`src/rtl/output_driver_cfg_sequencer_if.sv`:
```
// Request, pattern-RAM and CSR-write signals between firmware/EVR control and the cfg sequencer.
// Latency: none, wires only.
// Backpressure: none in the bundle; requests while busy are refused by the sequencer with cfgError.
interface output_driver_cfg_sequencer_if #(
    parameter int SERDES_WIDTH          = 4,
    parameter int COARSE_DELAY_WIDTH    = 22,
    parameter int COARSE_WIDTH_WIDTH    = 22,
    parameter int PATTERN_ADDRESS_WIDTH = 12
);
    logic                             cfgStart;
    logic [1:0]                       cfgMode;
    logic [COARSE_DELAY_WIDTH-1:0]    cfgCoarseDelay;
    logic [SERDES_WIDTH-1:0]          cfgFirstPattern;
    logic [COARSE_WIDTH_WIDTH-1:0]    cfgCoarseWidth;
    logic [SERDES_WIDTH-1:0]          cfgLastPattern;
    logic [PATTERN_ADDRESS_WIDTH:0]   cfgPatternLength;
    logic                             cfgBusy;
    logic                             cfgDone;
    logic                             cfgError;
    logic [PATTERN_ADDRESS_WIDTH-1:0] patRdAddr;
    logic [SERDES_WIDTH-1:0]          patRdData;
    logic                             csrStrobe;
    logic [31:0]                      csrData;

    // Requester side: issues requests, supplies pattern RAM data, consumes CSR writes.
    modport master (
        output cfgStart, cfgMode, cfgCoarseDelay, cfgFirstPattern, cfgCoarseWidth,
               cfgLastPattern, cfgPatternLength, patRdData,
        input  cfgBusy, cfgDone, cfgError, patRdAddr, csrStrobe, csrData
    );

    // Sequencer side.
    modport slave (
        input  cfgStart, cfgMode, cfgCoarseDelay, cfgFirstPattern, cfgCoarseWidth,
               cfgLastPattern, cfgPatternLength, patRdData,
        output cfgBusy, cfgDone, cfgError, patRdAddr, csrStrobe, csrData
    );
endinterface

```
`src/rtl/output_driver_cfg_sequencer.sv`:
```
// Turns one output-driver config request into a burst of CSR writes: DISABLE, DELAY, WIDTH, PATTERN x N, MODE.
// Latency: first strobe 1 cycle after accept, strobes WRITE_GAP+1 apart, cfgDone WRITE_GAP+1 after the last strobe.
// Backpressure: no ready; a request while busy or with an illegal pattern length is dropped with a cfgError pulse.
module output_driver_cfg_sequencer #(
    parameter int SERDES_WIDTH          = 4,
    parameter int COARSE_DELAY_WIDTH    = 22,
    parameter int COARSE_WIDTH_WIDTH    = 22,
    parameter int PATTERN_ADDRESS_WIDTH = 12,
    parameter int WRITE_GAP             = 2
) (
    input  logic                          sysClk,
    input  logic                          sysReset_n,
    output_driver_cfg_sequencer_if.slave  bus
);
    localparam int PAW = PATTERN_ADDRESS_WIDTH;
    localparam int GW  = (WRITE_GAP < 2) ? 1 : $clog2(WRITE_GAP + 1);
    localparam logic [GW-1:0] GAP_LOAD = GW'(WRITE_GAP);
    localparam logic [PAW:0]  MAX_LEN  = {1'b1, {PAW{1'b0}}};
    localparam logic [PAW:0]  PAT_ONE  = (PAW+1)'(1);

    localparam logic [2:0] IDLE       = 3'd0;
    localparam logic [2:0] WR_DISABLE = 3'd1;
    localparam logic [2:0] WR_DELAY   = 3'd2;
    localparam logic [2:0] WR_WIDTH   = 3'd3;
    localparam logic [2:0] WR_PATTERN = 3'd4;
    localparam logic [2:0] WR_MODE    = 3'd5;
    localparam logic [2:0] FINISH     = 3'd6;

    logic [2:0]                    state;
    logic [GW-1:0]                 gap;
    logic [1:0]                    mode_q;
    logic [COARSE_DELAY_WIDTH-1:0] delay_q;
    logic [SERDES_WIDTH-1:0]       first_q;
    logic [COARSE_WIDTH_WIDTH-1:0] width_q;
    logic [SERDES_WIDTH-1:0]       last_q;
    logic [PAW:0]                  len_q;
    logic [PAW:0]                  pat_idx;   // index of the next pattern word to write
    logic                          busy;
    logic                          done;
    logic                          err;
    logic                          strobe;
    logic [31:0]                   data;
    logic [PAW-1:0]                rd_addr;

    logic                          req_bad;
    logic                          want_pattern;
    logic [PAW:0]                  pat_next;
    logic [31:0]                   delay_word;
    logic [31:0]                   width_word;
    logic [31:0]                   pat_word;
    logic [31:0]                   mode_word;

    // Pattern modes need 1..2**PAW words; other modes ignore the length.
    assign req_bad = bus.cfgMode[1] &&
                     ((bus.cfgPatternLength == '0) || (bus.cfgPatternLength > MAX_LEN));

    assign pat_next     = pat_idx + PAT_ONE;
    assign want_pattern = ((state == WR_WIDTH) && mode_q[1]) ||
                          ((state == WR_PATTERN) && (pat_idx != len_q));

    assign delay_word = {2'b01, 30'({delay_q, first_q})};
    assign width_word = {2'b10, 30'({width_q, last_q})};
    assign pat_word   = {2'b11, 30'({pat_idx[PAW-1:0], 10'b0}) | 30'(bus.patRdData)};
    assign mode_word  = {30'b0, mode_q};

    // Sequencer FSM: one strobe, then WRITE_GAP idle cycles, then the next step is decided.
    // The RAM address for word i+1 is presented when word i is written, so the read completes inside the gap.
    always_ff @(posedge sysClk or negedge sysReset_n) begin
        if (!sysReset_n) begin
            state   <= IDLE;
            gap     <= '0;
            mode_q  <= '0;
            delay_q <= '0;
            first_q <= '0;
            width_q <= '0;
            last_q  <= '0;
            len_q   <= '0;
            pat_idx <= '0;
            busy    <= 1'b0;
            done    <= 1'b0;
            err     <= 1'b0;
            strobe  <= 1'b0;
            data    <= '0;
            rd_addr <= '0;
        end else begin
            strobe <= 1'b0;
            data   <= '0;
            done   <= 1'b0;
            err    <= 1'b0;
            if ((state == IDLE) || (state == FINISH)) begin
                state <= IDLE;
                if (bus.cfgStart) begin
                    if (req_bad) begin
                        err <= 1'b1;
                    end else begin
                        mode_q  <= bus.cfgMode;
                        delay_q <= bus.cfgCoarseDelay;
                        first_q <= bus.cfgFirstPattern;
                        width_q <= bus.cfgCoarseWidth;
                        last_q  <= bus.cfgLastPattern;
                        len_q   <= bus.cfgPatternLength;
                        pat_idx <= '0;
                        rd_addr <= '0;
                        busy    <= 1'b1;
                        state   <= WR_DISABLE;
                        strobe  <= 1'b1;
                        data    <= '0;
                        gap     <= GAP_LOAD;
                    end
                end
            end else begin
                if (bus.cfgStart) begin
                    err <= 1'b1;
                end
                if (gap != '0) begin
                    gap <= gap - GW'(1);
                end else if (want_pattern) begin
                    state   <= WR_PATTERN;
                    strobe  <= 1'b1;
                    data    <= pat_word;
                    gap     <= GAP_LOAD;
                    pat_idx <= pat_next;
                    if (pat_next != len_q) begin
                        rd_addr <= pat_next[PAW-1:0];
                    end
                end else begin
                    case (state)
                        WR_DISABLE: begin
                            if (mode_q == 2'd0) begin
                                state <= FINISH;
                                done  <= 1'b1;
                                busy  <= 1'b0;
                            end else begin
                                state  <= WR_DELAY;
                                strobe <= 1'b1;
                                data   <= delay_word;
                                gap    <= GAP_LOAD;
                            end
                        end
                        WR_DELAY: begin
                            state  <= WR_WIDTH;
                            strobe <= 1'b1;
                            data   <= width_word;
                            gap    <= GAP_LOAD;
                        end
                        WR_WIDTH, WR_PATTERN: begin
                            state  <= WR_MODE;
                            strobe <= 1'b1;
                            data   <= mode_word;
                            gap    <= GAP_LOAD;
                        end
                        default: begin
                            state <= FINISH;
                            done  <= 1'b1;
                            busy  <= 1'b0;
                        end
                    endcase
                end
            end
        end
    end

    assign bus.cfgBusy   = busy;
    assign bus.cfgDone   = done;
    assign bus.cfgError  = err;
    assign bus.patRdAddr = rd_addr;
    assign bus.csrStrobe = strobe;
    assign bus.csrData   = data;
endmodule
```
`src/flat_wrapper.sv`:
```
// flat-port wrapper written by rule: the top's interface ports become plain ports
module output_driver_cfg_sequencer_flat 
#(
    parameter int SERDES_WIDTH          = 4,
    parameter int COARSE_DELAY_WIDTH    = 22,
    parameter int COARSE_WIDTH_WIDTH    = 22,
    parameter int PATTERN_ADDRESS_WIDTH = 12,
    parameter int WRITE_GAP             = 2
)
  (sysClk, sysReset_n, bus_cfgStart, bus_cfgMode, bus_cfgCoarseDelay, bus_cfgFirstPattern, bus_cfgCoarseWidth, bus_cfgLastPattern, bus_cfgPatternLength, bus_patRdData, bus_cfgBusy, bus_cfgDone, bus_cfgError, bus_patRdAddr, bus_csrStrobe, bus_csrData);
  output_driver_cfg_sequencer_if #(.SERDES_WIDTH(SERDES_WIDTH), .COARSE_DELAY_WIDTH(COARSE_DELAY_WIDTH), .COARSE_WIDTH_WIDTH(COARSE_WIDTH_WIDTH), .PATTERN_ADDRESS_WIDTH(PATTERN_ADDRESS_WIDTH)) bus_i ();
  input  logic sysClk;
  input  logic sysReset_n;
  input wire logic [$bits(bus_i.cfgStart)-1:0] bus_cfgStart;
  input wire logic [$bits(bus_i.cfgMode)-1:0] bus_cfgMode;
  input wire logic [$bits(bus_i.cfgCoarseDelay)-1:0] bus_cfgCoarseDelay;
  input wire logic [$bits(bus_i.cfgFirstPattern)-1:0] bus_cfgFirstPattern;
  input wire logic [$bits(bus_i.cfgCoarseWidth)-1:0] bus_cfgCoarseWidth;
  input wire logic [$bits(bus_i.cfgLastPattern)-1:0] bus_cfgLastPattern;
  input wire logic [$bits(bus_i.cfgPatternLength)-1:0] bus_cfgPatternLength;
  input wire logic [$bits(bus_i.patRdData)-1:0] bus_patRdData;
  output wire logic [$bits(bus_i.cfgBusy)-1:0] bus_cfgBusy;
  output wire logic [$bits(bus_i.cfgDone)-1:0] bus_cfgDone;
  output wire logic [$bits(bus_i.cfgError)-1:0] bus_cfgError;
  output wire logic [$bits(bus_i.patRdAddr)-1:0] bus_patRdAddr;
  output wire logic [$bits(bus_i.csrStrobe)-1:0] bus_csrStrobe;
  output wire logic [$bits(bus_i.csrData)-1:0] bus_csrData;
  assign bus_i.cfgStart = bus_cfgStart;
  assign bus_i.cfgMode = bus_cfgMode;
  assign bus_i.cfgCoarseDelay = bus_cfgCoarseDelay;
  assign bus_i.cfgFirstPattern = bus_cfgFirstPattern;
  assign bus_i.cfgCoarseWidth = bus_cfgCoarseWidth;
  assign bus_i.cfgLastPattern = bus_cfgLastPattern;
  assign bus_i.cfgPatternLength = bus_cfgPatternLength;
  assign bus_i.patRdData = bus_patRdData;
  assign bus_cfgBusy = bus_i.cfgBusy;
  assign bus_cfgDone = bus_i.cfgDone;
  assign bus_cfgError = bus_i.cfgError;
  assign bus_patRdAddr = bus_i.patRdAddr;
  assign bus_csrStrobe = bus_i.csrStrobe;
  assign bus_csrData = bus_i.csrData;
  output_driver_cfg_sequencer #(.SERDES_WIDTH(SERDES_WIDTH), .COARSE_DELAY_WIDTH(COARSE_DELAY_WIDTH), .COARSE_WIDTH_WIDTH(COARSE_WIDTH_WIDTH), .PATTERN_ADDRESS_WIDTH(PATTERN_ADDRESS_WIDTH), .WRITE_GAP(WRITE_GAP)) u_core (.sysClk(sysClk), .sysReset_n(sysReset_n), .bus(bus_i));
endmodule
```
`config.mk`:
```
export PLATFORM = sky130hd
export DESIGN_NAME = output_driver_cfg_sequencer_flat
export DESIGN_NICKNAME = d
export VERILOG_FILES = /design/src/rtl/output_driver_cfg_sequencer_if.sv /design/src/rtl/output_driver_cfg_sequencer.sv /design/src/flat_wrapper.sv
export SDC_FILE = /design/constraint.sdc
export NUM_CORES = 1
export LEC_CHECK = 0
export BUFFER_PORTS_ARGS = -buffer_cell sky130_fd_sc_hd__buf_4
export CELL_PAD_IN_SITES_DETAIL_PLACEMENT = 0
export CELL_PAD_IN_SITES_GLOBAL_PLACEMENT = 1
export CORE_AREA = 2 2 118 120
export DETAILED_ROUTE_END_ITERATION = 8
export DIE_AREA = 0 0 120 122
export PLACE_DENSITY = 0.83
export SYNTH_ARGS = -nofsm -noshare
export SYNTH_HDL_FRONTEND = slang
export SYNTH_SLANG_ARGS = --single-unit
```
`constraint.sdc`:
```
create_clock -name sysClk -period 8.35 [get_ports sysClk]
set_clock_uncertainty 0.2 [all_clocks]
set_input_delay 0.4175 -clock sysClk [delete_from_list [all_inputs] [get_ports sysClk]]
set_output_delay 0.4175 -clock sysClk [all_outputs]
set_load 0.01 [all_outputs]
```
# Yosys cells after proc, flatten, opt, wreduce, memory -nomap -nowiden
# Cells that the tools add are included.
[word_totals]
regBits = 133
out_inout_bits = 48
elab_cells = 107
inputBits = 74
[classes]
bitwise_logic = 2
eq_ne = 14
mux = 53
n_lt_le_gt_ge = 1
addsub = 2
reduce_logical = 20
[op_table]
columns = ["op", "count"]
rows = [
  ["2-to-1 mux 32 bit", 3],
  ["case mux 32 bit (3 select lines)", 1],
  ["2-to-1 mux 12 bit", 6],
  ["2-to-1 mux 13 bit", 5],
  ["2-to-1 mux 31 bit", 1],
  ["inequality test 13 bit", 2],
  ["bitwise OR 22 x 4 -> 22 bit", 1],
  ["2-to-1 mux 1 bit", 21],
  ["2-to-1 mux 3 bit", 5],
  ["adder 13 x 1 -> 13 bit, second input constant", 1],
  ["greater-than comparator 13 bit, second input constant", 1],
  ["zero test 13 bit", 1],
  ["2-to-1 mux 2 bit", 6],
  ["case mux 3 bit (3 select lines)", 1],
  ["AND reduction 4 bit", 2],
  ["== test 3 x 2 -> 1 bit, second input constant", 2],
  ["== test 3 bit, second input constant", 2],
  ["inequality test 2 bit, second input constant", 3],
  ["case mux 1 bit (2 select lines)", 3],
  ["AND reduction 6 bit", 1],
  ["nonzero test 2 bit", 3],
  ["inequality test 5 x 2 -> 1 bit, second input constant", 1],
  ["AND reduction 5 bit", 1],
  ["nonzero test 5 bit", 1],
  ["13 further kinds", 18],
]

# Longest topological paths before layout
# Gate-level depths: netlist of the first run.
[depth]
ltp_word = 6
ltp_mapped = 10
mapped_depth_nobuf = 8

# Worst setup path before layout of the first run
# Ideal clock, no wire load.
[synth_path]
path_kind = "reg2reg"
start = "register u_core.pat_idx[3]"
end = "register u_core.rd_addr[0] (netlist: u_core.bus.patRdAddr[0])"
setup_slack_ns = 5.492
arrival_time_ns = 2.534
period_less_slack_ns = 2.858
required_time_ns = 8.025
path_stages_with_launch = 9
n_path_buf = 1
setup_ns = 0.125
cell_sequence = "dfrtp_1 -> buf_2 -> nand3_1 -> nor4_2 -> mux2_2 -> nor4_2 -> nand4b_2 -> o21ai_4 -> mux2_2"
[synth_between]
elab_chain_len = 5
elab_cells_between_ends = 8
cone_classes = "add/sub (1); eq/ne (2); reduce/logical (5)"
[synth_rtl]
columns = ["item", "line", "text"]
rows = [
  ["start, declared", "output_driver_cfg_sequencer.sv:37", "logic [PAW:0] pat_idx;"],
  ["start signal, assigned", "output_driver_cfg_sequencer.sv:122", "pat_idx <= pat_next;"],
  ["parallel branches: the longest is 4 deep, another holds adder 13 x 1 -> 13 bit", "-", ""],
  ["AND reduction 5 bit (no source line) *", "-", ""],
  ["end signal, assigned", "output_driver_cfg_sequencer.sv:124", "rd_addr <= pat_next[PAW-1:0];"],
  ["end, declared", "output_driver_cfg_sequencer.sv:43", "logic [PAW-1:0] rd_addr;"],
]
# Every way passes the cells marked *.
# A chain may end at the register's enable or synchronous reset.

# Final worst setup path of the first run
[layout_path]
start = "register u_core.state[1]"
end = "register u_core.width_q[2]"
[layout_between]
elab_chain_len = 3
elab_cells_between_ends = 4
cone_classes = "eq/ne (1); reduce/logical (3)"
[layout_rtl]
columns = ["item", "line", "text"]
rows = [
  ["start, declared", "output_driver_cfg_sequencer.sv:29", "logic [2:0] state;"],
  ["start signal, assigned", "output_driver_cfg_sequencer.sv:70", "state <= IDLE;"],
  ["start signal, assigned", "output_driver_cfg_sequencer.sv:91", "state <= IDLE;"],
  ["start signal, assigned", "output_driver_cfg_sequencer.sv:105", "state <= WR_DISABLE;"],
  ["== test 3 bit or zero test 3 bit (tied branches)", "output_driver_cfg_sequencer.sv:90", "if ((state == IDLE) || (state == FINISH)) begin"],
  ["logical OR 1 bit *", "output_driver_cfg_sequencer.sv:90", ""],
  ["AND reduction 3 bit (no source line) *", "-", ""],
  ["end signal, assigned", "output_driver_cfg_sequencer.sv:99", "width_q <= bus.cfgCoarseWidth;"],
  ["end, declared", "output_driver_cfg_sequencer.sv:34", "logic [COARSE_WIDTH_WIDTH-1:0] width_q;"],
]
# Every way passes the cells marked *; elsewhere a longest branch is shown, timed or not.

==> results of run 1 <==
-- registers in the layout, summed over array words and instances (netlist names) --
| register | count |
|---|---|
| u_core.bus.cfgBusy | 1 |
| u_core.bus.cfgDone | 1 |
| u_core.bus.cfgError | 1 |
| u_core.bus.csrData | 28 |
| u_core.bus.csrStrobe | 1 |
| u_core.bus.patRdAddr | 12 |
| u_core.delay_q | 22 |
| u_core.first_q | 4 |
| u_core.gap | 2 |
| u_core.last_q | 4 |
| u_core.len_q | 13 |
| u_core.mode_q | 2 |
| u_core.pat_idx | 13 |
| u_core.state | 3 |
| u_core.width_q | 22 |
-- cells by family after synthesis --
kind of cell | count (synthesis)
fa+ha+maj | 3
compound gates | 116
simple gates | 132
flops | 129
other cells | 1
buf+inv | 52
mux | 77
xor+xnor | 31
-- final timing paths --
kind | startpoint | end | slack, ns | cells past startpoint
max in group asynchronous | sysReset_n | u_core.width_q[0]$_DFFE_PN0P_ | 6.18 | 3
worst max register to register | u_core.state[1]$_DFFE_PN0N_ | u_core.width_q[2]$_DFFE_PN0P_ | 4.69 | 5
min in group asynchronous | sysReset_n | u_core.bus.patRdAddr[7]$_DFFE_PN0P_ | 0.49 | 2
worst max-delay path | u_core.state[1]$_DFFE_PN0N_ | u_core.width_q[2]$_DFFE_PN0P_ | 4.69 | 5
worst min-delay path | bus_cfgFirstPattern[1] | u_core.first_q[1]$_DFFE_PN0P_ | 0.02 | 2
worst min register to register | u_core.delay_q[16]$_DFFE_PN0P_ | u_core.delay_q[16]$_DFFE_PN0P_ | 0.28 | 1
-- placed cells by master (no fill, tap or decap), types with 3 or more instances in the layout --
master / n
a22oi_1: 25
conb_1: 4
o22a_1: 10
xor2_1: 8
nor4_2: 3
nor2b_1: 3
clkbuf_16: 17
or4_1: 3
nand3_1: 14
a31oi_1: 3
xnor2_1: 22
o21ai_0: 32
and2_1: 5
nand2_1: 34
nor3_1: 6
mux2_2: 55
nand4_1: 3
inv_1: 10
o2bb2ai_1: 4
ha_1: 3
mux2_1: 20
a22o_1: 3
a21o_1: 4
clkinv_4: 4
clkinv_2: 7
a21oi_1: 14
nor2_1: 36
or3_1: 5
buf_4: 122
nand2b_1: 5
dfrtp_1: 129
-- stage by stage --
step	total power [mW]	util, %
floorplan	1.67	-
global placement	1.94	52.8
detailed placement	1.97	52.8
CTS	2.69	57.1
global route	2.85	57.1
finish	2.68	57.1
-- synth_stat cells, types with 3 or more instances --
cell,n,area (um2)
a21o_1,4,30.0
a21oi_1,15,75.1
a22o_1,3,26.3
a22oi_1,25,188
a31oi_1,3,18.8
and2_1,5,31.3
buf_2,15,75.1
buf_4,5,37.5
clkbuf_1,18,67.6
dfrtp_1,129,3230
ha_1,3,37.5
inv_1,10,37.5
mux2_1,20,225
mux2_2,55,619
nand2_1,34,128
nand2b_1,5,31.3
nand3_1,14,70.1
nand4_1,3,18.8
nor2_1,36,135
nor2b_1,4,25.0
nor3_1,7,35.0
nor4_2,3,37.5
o21ai_0,32,160
o22a_1,10,87.6
o2bb2ai_1,4,35.0
or3_1,5,31.3
or4_1,3,22.5
xnor2_1,22,193
xor2_1,8,70.1
-- worst register-to-register path, stage by stage, from the launching register on --
cell	delay (ns)
dfrtp_1	0.49
nor2b_2	0.25
or3_1	0.56
nor4_4	0.88
buf_4	0.71
mux2_2	0.46
-- final cells by class --
class	count	area, um2	share of cell area, %
Sequential cell	129	3230	41.9
Multi-Input combinational cell	363	2720	35.3
Timing Repair Buffer	123	926	12.0
Clock buffer	17	425	5.52
Tap cell	180	225	2.92
Clock inverter	15	145	1.88
Inverter	10	37.5	0.487
-- what timing repair did --
item / in CTS / in global routing
hold buffers: 1 / 0
gates resized for setup: 0 / 0
hold endpoints to repair: 73 / 0
-- layer usage --
| layer | vias to the layer above | GRT usage, % | wire length [um] |
|---|---|---|---|
| met3 | 12 | 7.87 | 1030 |
| met1 | 2332 | 27.4 | 6470 |
| met5 | - | 0 | 0 |
| met2 | 116 | 36.0 | 7550 |
| met4 | 0 | 6.69 | 137 |
| li1 | 2136 | - | - |
-- report_power, final --
part           total [mW]  switching (mW)  leakage [nW]  internal, mW
combinational       0.896           0.439          1.50         0.456
sequential           1.07           0.202          1.64         0.868
clock               0.710           0.274         0.282         0.436
total                2.68           0.916          3.42          1.76
==> results.cfg, run 1 <==
[status]
status = finished, final reports clean

[clocking]
clock_path_buffers = 2
root_buffer = clkbuf_16
htree_levels = 4
cts.sinks = 129
cts_setup_buffers = 0
clk_transition_reported_paths_ns = 0.06
cts_tree = done
clkLatencyLatePin_ns = 0.42
cts_inserted_buffers = 17

[critical_path]
crit_buf_inv = 1
path_cells = nor2b_2 -> or3_1 -> nor4_4 -> buf_4 -> mux2_2
cp.arrival_ns = 3.76
cpMaxStageDelayCell = nor4_4
start_kind = flip-flop
crit_family = simple AND/OR/NAND/NOR gates
required_ns = 8.45
cp_max_fo = 58
critPathKind = flip-flop to flip-flop
max_stage_delay_ns = 0.88
end_kind = flip-flop

[timing]
max_clock_freq_ghz = 0.273
setup_slack_ns = 4.69
slew_headroom_pct = 35.4
min_period_ns = 3.66
post-route-period-util_pct = 43.9
hold_ws_ns = 0.0155
tns_ns = 0
maxSlewViolCount = 0
setup_viol = 0
grt_setup_unrepaired = no
hold_viol_final = 0
tightest_slew_ns = 0.964

[synthesis]
synth_top_family_by_area = multiplexers
syn_avg_cell_area_um2 = 11.4
synthSimpleGateAreaFrac_pct = 11.2
ys.flop_type = dfrtp_1
synthAdderAreaFrac_pct = 0.609
ys_seq_area_share_pct = 52.4
synth_edf_count = 0
synth-xor-area-share_pct = 4.65
ys_seq_elements = 129
yosys_warnings = 0
synth_cells = 541
synth_mux_area_share_pct = 14.0
netlist_area_um2 = 6160
synth_compound_area_share_pct = 13.1
async_flop_share_pct = 100
synth_cell_types = 60

[layout]
drive_above_1_share_pct = 34.1
fin_nets = 721
fillers = 1145
final_cell_area_um2 = 7710
syn_to_final_growth_pct = 25.1
num_antenna_cells = 0
fin_cells = 837

[route]
via_per_inst = 5.49
drtIter0Drc = 257
antenna_left = 0
drc_errors = 0
drtPass1Iterations = 5
vias = 4596
wl_um = 15200
wl_per_cell_um = 18.1

[power_and_ir_drop]
vdd_ir_drop_max_uv = 176
p_leak_nw = 3.42
p_per_area_nw_per_um2 = 347

[floorplanning]
rows = 43
io_pins = 122
core_area_um2 = 13500
die-area_um2 = 14600
initial_core_util_pct = 45.6
die_w_um = 120
die_y_um = 122

[place]
placed_area_um2 = 7130
dp_hpwl_um = 10700
place_ws_ns = 4.62
placed_cells = 804
portBuffers = 117
gp_congestion = 0.999

[global_routing]
grt_pass1_vias = 4809
grt_use_total_pct = 22.0
grt_pass1_wl_um = 25000
grt_max_degree = 75
grt_antenna_before_repair = 0
globalRouteOverflowTotal = 0

[job]
drv_cap = 0

[worst_hold_path]
holdCritPathClass = input port to flip-flop
(Power assumes the default switching activity.)
==> run 2: changes to the inputs <==
- ABC_AREA: not set -> 1
- CORE_AREA: 2 2 118 120 -> 2 2 125 127
- DIE_AREA: 0 0 120 122 -> 0 0 127 129
- PLACE_DENSITY: 0.83 -> 0.79
- clock period: 8.35 -> 3.7 ns (I/O delays scaled with it)
==> run 2 against run 1 <==
Compared with the run above: clock-buffer cell count up 8; flip-flop and latch count unchanged; core utilization down 1.2 points; wire length up 8.3%; critical path type is now input port to flip-flop.
==> results.cfg, run 2 <==
[status]
status = finished, final reports clean

[critical_path]
end_kind = flip-flop
r2r_start = u_core.pat_idx[0]$_DFFE_PN0P_
rr_endpoint = u_core.bus.patRdAddr[0]$_DFFE_PN0P_
required_ns = 3.80
r2r_slack_ns = 1.12
start_kind = input port
worstRegToRegCells = 12
cp_max_fo = 39
cp.arrival_ns = 2.88
critPathKind = input port to flip-flop

[synthesis]
async_flop_share_pct = 100
synth_cell_types = 34
synth_top_cell_area_share_pct = 53.0
ys.flop_type = dfrtp_1
netlist_area_um2 = 6090
synthTopCellsByCount = nand2_1, dfrtp_1, inv_1, o21ai_0, nor2_1
synth_edf_count = 0
yosys_warnings = 0
synth_top_area_cell = dfrtp_1
yosysMostFrequentCell = nand2_1
synth_cells = 732
ys_top_cells_by_area = dfrtp_1, nand2_1, inv_1
syn_avg_cell_area_um2 = 8.32
ys_seq_elements = 129
ys_seq_area_share_pct = 53.0

[route]
drtPass1Iterations = 5
drc_errors = 0
antenna_left = 0
vias = 5298
drtIter0Drc = 333
wl_per_cell_um = 14.8
wl_um = 16500
via_per_inst = 4.76

[place]
portBuffers = 117
gp_congestion = 0.865
dp_hpwl_um = 10900

[layout]
fin_nets = 990
largest_register_ffs = 28
final_common_cell = nand2_1
final_core_util_pct = 55.9
final_cell_mix = nand2_1, dfrtp_1, buf_4, inv_1, o21ai_0
num_antenna_cells = 0
syn_to_final_growth_pct = 37.4
fillers = 1361
drive_above_1_share_pct = 18.4

[timing]
tightest_slew_ns = 0.907
slew_headroom_pct = 39.2
hold_viol_final = 0
hold_ws_ns = 0.151
post-route-period-util_pct = 75.0
tns_ns = 0
maxSlewViolCount = 0
grt_setup_unrepaired = no
setup_viol = 0
min_period_ns = 2.77
max_clock_freq_ghz = 0.360

[clocking]
htree_levels = 4
clock_path_buffers = 2
cts_tree = done
cts_inserted_buffers = 17
clkLatencyLatePin_ns = 0.42
cts.sinks = 129
clk_transition_reported_paths_ns = 0.05
root_buffer = clkbuf_16
cts_setup_buffers = 0

[global_routing]
grt_max_degree = 138
grt_pass1_vias = 5351
grt_use_total_pct = 21.0
grt_pass1_wl_um = 26500
grt_antenna_before_repair = 0
globalRouteOverflowTotal = 0

[power_and_ir_drop]
vdd_ir_drop_max_uv = 359
p_per_area_nw_per_um2 = 684
p_leak_nw = 4.35

[job]
drv_cap = 0

[floorplanning]
io_pins = 122
core_area_um2 = 15000
die-area_um2 = 16400
die_w_um = 127
die_y_um = 129
initial_core_util_pct = 40.7
rows = 45

[worst_hold_path]
holdCritPathClass = input port to async pin
## run 2: cell count changes after synthesis, moves of 10 or more
cell,change
inv_1,+97
mux2_1,-20
mux2_2,-55
nand2_1,+151
nand3_1,+19
nor2_1,+21
o21ai_0,+43
o21ai_1,+14
o22a_1,-10
xnor2_1,-19
## run 2: cells by family (layout without fill, tap and decap cells)
logic type                 Yosys count  in the layout  share of synthesized area, %
AOI/OAI and AO/OA                  143            143                          13.8
xor gates and xnor gates            10             10                          1.44
DFF                                129            129                          53.0
other                                1              4                        0.0616
buffers and inverters              148            337                          10.5
and+or+nand+nor                    298            298                          20.6
adders and majority gates            3              3                         0.616
## run 2: critical path, cell delays in order
cell and delay [ns]:
dlygate4sd3_1 0.54, buf_4 0.14, nor4_1 0.69, nand3_1 0.15, nand3_1 0.27, nand3_4 0.14, nand2_4 0.36, nand2_2 0.23
nand2_1 0.11, nand2_1 0.05
## run 2: report_power, final
group          switching (mW)  internal, mW
sequential              0.303          1.89
clock                   0.585          1.05
combinational            1.17         0.727
## run 2: per-layer routing
| metal | wire [um] | GRT usage (%) | part of all wire, % |
|---|---|---|---|
| met1 | 7510 | 27.4 | 46 |
| met4 | 289 | 7.56 | 1.8 |
| met5 | 0 | 0 | 0 |
| met2 | 8070 | 34.6 | 49 |
| met3 | 588 | 4.49 | 3.6 |
## run 2: worst max-delay path by stage
stage | from | end | slack, ns
2_1_floorplan | u_core.pat_idx[0]$_DFFE_PN0P_ | u_core.bus.patRdAddr[10]$_DFFE_PN0P_ | 1.72
3_3_place_gp | u_core.state[2]$_DFFE_PN0N_ | u_core.bus.csrData[13]$_DFF_PN0_ | 1.16
3_5_place_dp | bus_cfgPatternLength[9] | u_core.bus.patRdAddr[0]$_DFFE_PN0P_ | 1.08
4_1_cts | bus_cfgPatternLength[9] | u_core.bus.patRdAddr[0]$_DFFE_PN0P_ | 0.98
5_1_grt | bus_cfgPatternLength[9] | u_core.bus.patRdAddr[10]$_DFFE_PN0P_ | 0.77
6_report | bus_cfgPatternLength[9] | u_core.bus.patRdAddr[0]$_DFFE_PN0P_ | 0.93
## run 2: what timing repair did
item	CTS	global route
hold endpoints to repair	201	0
resized for setup	0	0
hold buffers	73	0
## run 2: cell type report
| cell class | count | area, um2 | share of cell area, % |
|---|---|---|---|
| Tap cell | 188 | 235 | 2.81 |
| Timing Repair Buffer | 194 | 1660 | 19.9 |
| Multi-Input combinational cell | 458 | 2240 | 26.8 |
| Clock buffer | 25 | 495 | 5.92 |
| Inverter | 113 | 424 | 5.07 |
| Sequential cell | 129 | 3230 | 38.6 |
| Clock inverter | 5 | 77.6 | 0.927 |
## run 2: stage by stage
stage / area, um2 / cells / power (mW) / worst slack, ns
floorplan: 6100 / 735 / 3.44 / 1.72
global placement: 7060 / 1009 / 4.00 / 1.16
detailed placement: 7060 / 1009 / 4.05 / 1.08
CTS: 8370 / 1112 / 5.77 / 0.977
global route: 8370 / 1112 / 6.13 / 0.772
finish: 8370 / 1112 / 5.72 / 0.925
